===== src/rtl/ocr_pkg.sv =====
`default_nettype none
// ============================================================================
// Module   : ocr_pkg
// Purpose  : Shared definitions for the OCR frame sequencer: sequencer state
//            encoding (exported on the debug port), frame geometry, the host
//            start command and the result byte format.
// Revision : 1.0  initial release
// ============================================================================
package ocr_pkg;

  localparam int         c_IMG_BYTES   = 113;    // 900 bits, last byte low nibble
  localparam int         c_ACK_TIMEOUT = 16;     // cycles allowed for write ack
  localparam logic [7:0] c_CMD_START   = 8'hA5;  // host byte that begins a frame

  // Explicit encodings: these values are visible to the host on state_dbg.
  typedef enum logic [2:0] {
    ST_IDLE  = 3'd0,
    ST_CLEAR = 3'd1,
    ST_RECV  = 3'd2,
    ST_WRITE = 3'd3,
    ST_GAP   = 3'd4,
    ST_INFER = 3'd5,
    ST_SEND  = 3'd6,
    ST_ERR   = 3'd7
  } ocr_state_e;

  // Result byte returned to the host: upper nibble zero, class in low nibble.
  typedef struct packed {
    logic [3:0] pad;
    logic [3:0] cls;
  } result_byte_t;

  function automatic logic [7:0] make_result_byte(input logic [3:0] cls);
    result_byte_t r;
    r.pad = 4'h0;
    r.cls = cls;
    return r;
  endfunction

endpackage
`default_nettype wire


===== src/rtl/ocr_sequencer.sv =====
`default_nettype none
// ============================================================================
// Module   : ocr_sequencer
// Purpose  : Frame sequencer between the host byte receiver and the image
//            buffer / BNN inference core. A start command clears the buffer,
//            IMG_BYTES data bytes are written with a request/ack handshake,
//            one inference is launched and the class is returned as one byte.
// Ports    : clk, rst_n            clock, synchronous active-low reset
//            i_rx_byte/i_rx_valid  host receive stream
//            o_buf_*/i_buf_*       image buffer clear/write port and status
//            o_infer_start, i_infer_done, i_infer_result  inference core
//            o_tx_byte/o_tx_valid/i_tx_ready  host transmit handshake
//            o_busy, o_error, o_state_dbg     status
// Revision : 1.0  initial release
// ============================================================================
module ocr_sequencer
  import ocr_pkg::*;
#(
  parameter int         IMG_BYTES   = c_IMG_BYTES,
  parameter int         ACK_TIMEOUT = c_ACK_TIMEOUT,
  parameter logic [7:0] CMD_START   = c_CMD_START
) (
  input  logic       clk,
  input  logic       rst_n,
  input  logic [7:0] i_rx_byte,
  input  logic       i_rx_valid,
  output logic       o_buf_clear,
  output logic [7:0] o_buf_data,
  output logic       o_buf_write_request,
  input  logic       i_buf_write_ready,
  input  logic       i_buf_write_ack,
  input  logic       i_buf_full,
  output logic       o_infer_start,
  input  logic       i_infer_done,
  input  logic [3:0] i_infer_result,
  output logic [7:0] o_tx_byte,
  output logic       o_tx_valid,
  input  logic       i_tx_ready,
  output logic       o_busy,
  output logic       o_error,
  output logic [2:0] o_state_dbg
);

  localparam logic [6:0] c_CNT_LAST = 7'(IMG_BYTES);
  localparam logic [4:0] c_TMO_LAST = 5'(ACK_TIMEOUT - 1);

  ocr_state_e r_state;
  ocr_state_e w_next_state;

  logic [6:0] r_byte_cnt;
  logic [6:0] w_byte_cnt_next;
  logic [6:0] w_cnt_inc;
  logic [4:0] r_tmo_cnt;
  logic [4:0] w_tmo_next;
  logic       r_recv_first;   // first cycle of a RECV visit
  logic       w_overrun;
  logic       w_is_cmd;

  logic       r_buf_clear;
  logic [7:0] r_buf_data;
  logic       r_buf_req;
  logic       r_infer_start;
  logic [7:0] r_tx_byte;
  logic       r_tx_valid;
  logic       r_busy;
  logic       r_error;

  assign w_is_cmd  = i_rx_valid && (i_rx_byte == CMD_START);
  assign w_cnt_inc = r_byte_cnt + 7'd1;

  // --------------------------------------------------------------------------
  // State register
  // --------------------------------------------------------------------------
  always_ff @(posedge clk) begin
    if (!rst_n) begin
      r_state <= ST_IDLE;
    end else begin
      r_state <= w_next_state;
    end
  end

  // --------------------------------------------------------------------------
  // Next-state and counter logic
  // --------------------------------------------------------------------------
  always_comb begin
    w_next_state    = r_state;
    w_byte_cnt_next = r_byte_cnt;
    w_tmo_next      = r_tmo_cnt;
    w_overrun       = 1'b0;
    case (r_state)
      ST_IDLE: begin
        if (w_is_cmd) w_next_state = ST_CLEAR;
      end
      ST_CLEAR: begin
        w_byte_cnt_next = 7'd0;
        w_next_state    = ST_RECV;
      end
      ST_RECV: begin
        // A start command byte here is image data, not a command.
        if (r_recv_first && !i_buf_write_ready) begin
          w_next_state = ST_ERR;
        end else if (i_rx_valid) begin
          w_tmo_next   = 5'd0;
          w_next_state = ST_WRITE;
        end
      end
      ST_WRITE: begin
        w_overrun = i_rx_valid;
        if (i_buf_write_ack) begin
          w_next_state = ST_GAP;
        end else if (r_tmo_cnt == c_TMO_LAST) begin
          w_next_state = ST_ERR;
        end else begin
          w_tmo_next = r_tmo_cnt + 5'd1;
        end
      end
      ST_GAP: begin
        // Request is low here so the buffer sees a fresh rising edge next time.
        w_overrun       = i_rx_valid;
        w_byte_cnt_next = w_cnt_inc;
        if (w_cnt_inc == c_CNT_LAST) begin
          // The buffer must report full before an inference is launched;
          // checking here keeps infer_start from ever pulsing on a bad frame.
          w_next_state = i_buf_full ? ST_INFER : ST_ERR;
        end else begin
          w_next_state = ST_RECV;
        end
      end
      ST_INFER: begin
        w_overrun = i_rx_valid;
        if (i_infer_done) w_next_state = ST_SEND;
      end
      ST_SEND: begin
        w_overrun = i_rx_valid;
        if (i_tx_ready) w_next_state = ST_IDLE;
      end
      ST_ERR: begin
        if (w_is_cmd) w_next_state = ST_CLEAR;
      end
      default: begin
        w_next_state = ST_IDLE;
      end
    endcase
  end

  // --------------------------------------------------------------------------
  // Registered datapath and outputs (all decoded from the next state so that
  // every output changes on the cycle after its cause)
  // --------------------------------------------------------------------------
  always_ff @(posedge clk) begin
    if (!rst_n) begin
      r_byte_cnt    <= 7'd0;
      r_tmo_cnt     <= 5'd0;
      r_recv_first  <= 1'b0;
      r_buf_clear   <= 1'b0;
      r_buf_data    <= 8'h00;
      r_buf_req     <= 1'b0;
      r_infer_start <= 1'b0;
      r_tx_byte     <= 8'h00;
      r_tx_valid    <= 1'b0;
      r_busy        <= 1'b0;
      r_error       <= 1'b0;
    end else begin
      r_byte_cnt    <= w_byte_cnt_next;
      r_tmo_cnt     <= w_tmo_next;
      r_recv_first  <= (w_next_state == ST_RECV) && (r_state != ST_RECV);
      r_buf_clear   <= (w_next_state == ST_CLEAR);
      r_buf_req     <= (w_next_state == ST_WRITE);
      r_infer_start <= (w_next_state == ST_INFER) && (r_state != ST_INFER);
      r_tx_valid    <= (w_next_state == ST_SEND);
      r_busy        <= (w_next_state != ST_IDLE);

      if ((r_state == ST_RECV) && (w_next_state == ST_WRITE)) begin
        r_buf_data <= i_rx_byte;
      end
      if ((r_state == ST_INFER) && i_infer_done) begin
        r_tx_byte <= make_result_byte(i_infer_result);
      end

      // Sticky until the next frame start clears it.
      if (w_next_state == ST_CLEAR) begin
        r_error <= 1'b0;
      end else if ((w_next_state == ST_ERR) || w_overrun) begin
        r_error <= 1'b1;
      end
    end
  end

  assign o_buf_clear         = r_buf_clear;
  assign o_buf_data          = r_buf_data;
  assign o_buf_write_request = r_buf_req;
  assign o_infer_start       = r_infer_start;
  assign o_tx_byte           = r_tx_byte;
  assign o_tx_valid          = r_tx_valid;
  assign o_busy              = r_busy;
  assign o_error             = r_error;
  assign o_state_dbg         = r_state;

endmodule
`default_nettype wire


===== config.mk =====
export PLATFORM = sky130hd
export DESIGN_NAME = ocr_sequencer
export DESIGN_NICKNAME = d
export VERILOG_FILES = /design/src/rtl/ocr_pkg.sv /design/src/rtl/ocr_sequencer.sv
export SDC_FILE = /design/constraint.sdc
export NUM_CORES = 1
export LEC_CHECK = 0
export CAP_MARGIN = 40
export CORE_UTILIZATION = 53
export CTS_CLUSTER_DIAMETER = 120
export DETAILED_ROUTE_END_ITERATION = 7
export PLACE_DENSITY = 0.85
export SETUP_SLACK_MARGIN = 0.2
export SYNTH_ARGS = -nofsm -noshare
export SYNTH_HDL_FRONTEND = slang
export SYNTH_SLANG_ARGS = --single-unit

===== constraint.sdc =====
create_clock -name clk -period 4.5 [get_ports clk]
set_clock_uncertainty 0.2 [all_clocks]
set_input_delay 0.9 -clock clk [delete_from_list [all_inputs] [get_ports clk]]
set_output_delay 0.9 -clock clk [all_outputs]
set_load 0.03 [all_outputs]

==> out/metrics.yaml <==
path_cells: "clkdlybuf4s50_1"
die_w_um: 61.1
hold_class: "reg -> reg"
drc: 0
die_area_mm2: 0.00373
cts_buffers: 5
maxSlewViolCount: 0
cts_tree: "yes"
diodes: 0
status: "finished, final reports clean"
worstSetupStartpointType: "flip-flop"
cts_setup_buffers: 0
min_period_over_period: 0.696
rr_startpoint: "o_state_dbg[0]$_SDFF_PN0_"
postSynthCellCount: 219
final_core_util: 0.691
grt_overflow: 0
async_reset_ff_frac: 0
routed_wl_um: 3950
clk_pin_slew_ps: 110
yosys_warnings: 0
placementRows: 21
clockPowerShare: 0.351
hpwlAfterDp_um: 2850
switchingPower_mw: 0.120
fmax_mhz: 319
area_delta_synth_final_pct: 24.7
p_seq_frac: 0.588
worstPathArrival_ps: 2030
startpoint: "o_state_dbg[0]$_SDFF_PN0_"
synth.cell_area_mm2: 0.00185
grt_antenna_before_repair: 0
drt_iter0_drc: 99
peakVddDrop_mv: 0.158
routabilityCongestion: 0.881
clock_path_buffers: 2
synth_cell_type_count: 53
setup_tns_ps: 0
crit_type: "reg -> out"
fin_nets: 278
hold_violations: 0
cts.htree.levels: 2
drt-pass1-iter-count: 4
grt_pass1_wl_um: 6250
holdBufCountCts: 0
ys_seq_elements: 34
synth-edff-count: 0
grt_start_max_net_pins: 27
critPathMaxFanout: 26
cts.sinks: 34
root_buffer: "clkbuf_4"
avgRoutedWirePerCell_um: 13.1
tightest_slew_ps: 836
hp-start: "r_tmo_cnt[4]$_SDFFE_PN0P_"
antenna_left: 0
clkLatencyLatePin_ps: 340
cp.required_ps: 3400
cap_violations: 0
die_h_um: 61.1
slew_headroom: 0.442
synth_flop_cell: "dfxtp_1"
sw_frac_of_total: 0.233
finalPower_mw: 0.512
grt_usage: 0.226
port_buffers: 40
coreArea_mm2: 0.00334
power_density_mw_per_mm2: 222
cp.buffers_inverters: 1
cp-end-kind: "output pin"
drive_above_1_share: 0.0863
leakage_nw: 0.927
critPathMaxStageDelay_ps: 880
internal-power_mw: 0.393
ctsResizeCount: 0
ys_seq_area_frac: 0.368
via_per_inst: 5.45
initial_core_util: 0.554
avgSynthCellArea_um2: 8.44
crit_family: "flip-flops"
grt_pass1_vias: 1417
cpMaxStageDelayCell: "dfxtp_1"
rsz0062_at_grt: "no"
vias: 1639
fin_crit_ps: 3130
setup_viol: 0
io_pins: 45
p_comb_frac: 0.061
-- per-stage QoR --
step	instances	setup WS, ps	cell area (µm²)	hold WS (ps)
final	301	1370	2310	297
after global routing	301	1270	2310	326
after CTS	301	1390	2310	293
after detailed placement	293	1400	2240	277
after global placement	293	1440	2240	256
after floorplan	222	1990	1860	244
-- worst min-delay path, delay by kind of cell (launching register included) --
family,cells,cell delay (ps)
AND/OR/NAND/NOR,1,70
AO/OA/AOI/OAI,1,60
flip-flops,1,330
-- power by group through the flow --
stage / combinational, mW / clock (mW) / sequential, mW
6_report: 0.0313 / 0.180 / 0.301
5_1_grt: 0.0333 / 0.198 / 0.301
3_5_place_dp: 0.0312 / 0 / 0.308
3_3_place_gp: 0.0307 / 0 / 0.308
4_1_cts: 0.0313 / 0.181 / 0.301
2_1_floorplan: 0.0134 / 0 / 0.308
-- cells in the final DEF, fill, tap and decap left out, drive strengths merged, types with 2 or more instances in the layout --
master | synthesis | routed
and3 | 2 | 2
and4bb | 2 | 2
nand4 | 4 | 4
ha | 4 | 4
and2 | 3 | 3
a21oi | 12 | 12
a311o | 2 | 2
or2 | 3 | 3
clkdlybuf4s50 | 0 | 40
nand2b | 5 | 5
nand2 | 17 | 17
o21ai | 13 | 13
nand3 | 9 | 9
clkbuf | 5 | 6
conb | 1 | 4
or4 | 2 | 2
o21a | 10 | 10
nor3 | 3 | 3
xor2 | 3 | 3
nor2 | 26 | 26
a31oi | 2 | 2
dfxtp | 34 | 34
a41oi | 2 | 2
nor2b | 3 | 3
mux2i | 12 | 12
inv | 10 | 10
a22oi | 3 | 3
or3 | 3 | 3
-- sequential cells by signal, indices dropped and copies added (netlist names) --
signal               flops
o_state_dbg              3
o_buf_write_request      1
r_recv_first             1
o_error                  1
o_tx_byte                4
r_byte_cnt               7
r_tmo_cnt                5
o_buf_data               8
o_tx_valid               1
o_infer_start            1
o_buf_clear              1
o_busy                   1
-- kinds of logic after synthesis --
logic type | Yosys count | synth area share
mux | 12 | 0.0650
fa+ha+maj | 4 | 0.0271
other cells | 1 | 0.00203
flops | 34 | 0.368
compound gates | 53 | 0.209
simple gates | 86 | 0.248
xor+xnor | 4 | 0.0189
buf+inv | 25 | 0.0616
-- worst paths after layout --
kind	end	slack, ps	depth (start not counted)
max	o_state_dbg[0]	1370	1
min	r_tmo_cnt[4]$_SDFFE_PN0P_	300	2
min reg2reg	r_tmo_cnt[4]$_SDFFE_PN0P_	300	2
max reg2reg	r_tmo_cnt[3]$_SDFFE_PN0P_	1930	6
-- synthesized netlist by cell type, types with 2 or more instances --
master	count	area share
a21oi_1	12	0.032
nor3_1	3	0.0081
and2_1	3	0.010
buf_2	4	0.011
a41oi_1	2	0.0095
o21a_1	10	0.041
o21ai_0	12	0.032
buf_4	4	0.016
ha_1	4	0.027
nand2_1	16	0.032
and3_1	2	0.0068
mux2i_1	12	0.065
a22oi_1	2	0.0081
nor2b_1	3	0.010
nand2b_1	5	0.017
or2_2	2	0.0068
buf_1	2	0.0041
xor2_1	3	0.014
inv_1	10	0.020
dfxtp_1	34	0.37
nand4_1	4	0.014
nand3_1	9	0.024
clkbuf_1	5	0.010
or4_1	2	0.0081
nor2_1	26	0.053
-- final cells by class --
type | count | area (µm²)
clock inverter | 2 | 12.5
inverter | 10 | 37.5
tap | 46 | 57.6
clock buffer | 6 | 51.3
multi-input combinational | 163 | 1070
sequential | 34 | 681
fill | 270 | 1030
timing repair buffer | 40 | 400
-- metal layers --
| metal | part of all wire | up-vias | global-route usage |
|---|---|---|---|
| met5 | 0 | - | 0 |
| met4 | 0.016 | 0 | 0.0682 |
| met3 | 0.057 | 8 | 0.0651 |
| met2 | 0.47 | 50 | 0.376 |
| met1 | 0.46 | 742 | 0.286 |
| li1 | - | 839 | - |
Power figures use the tool's default switching activity.
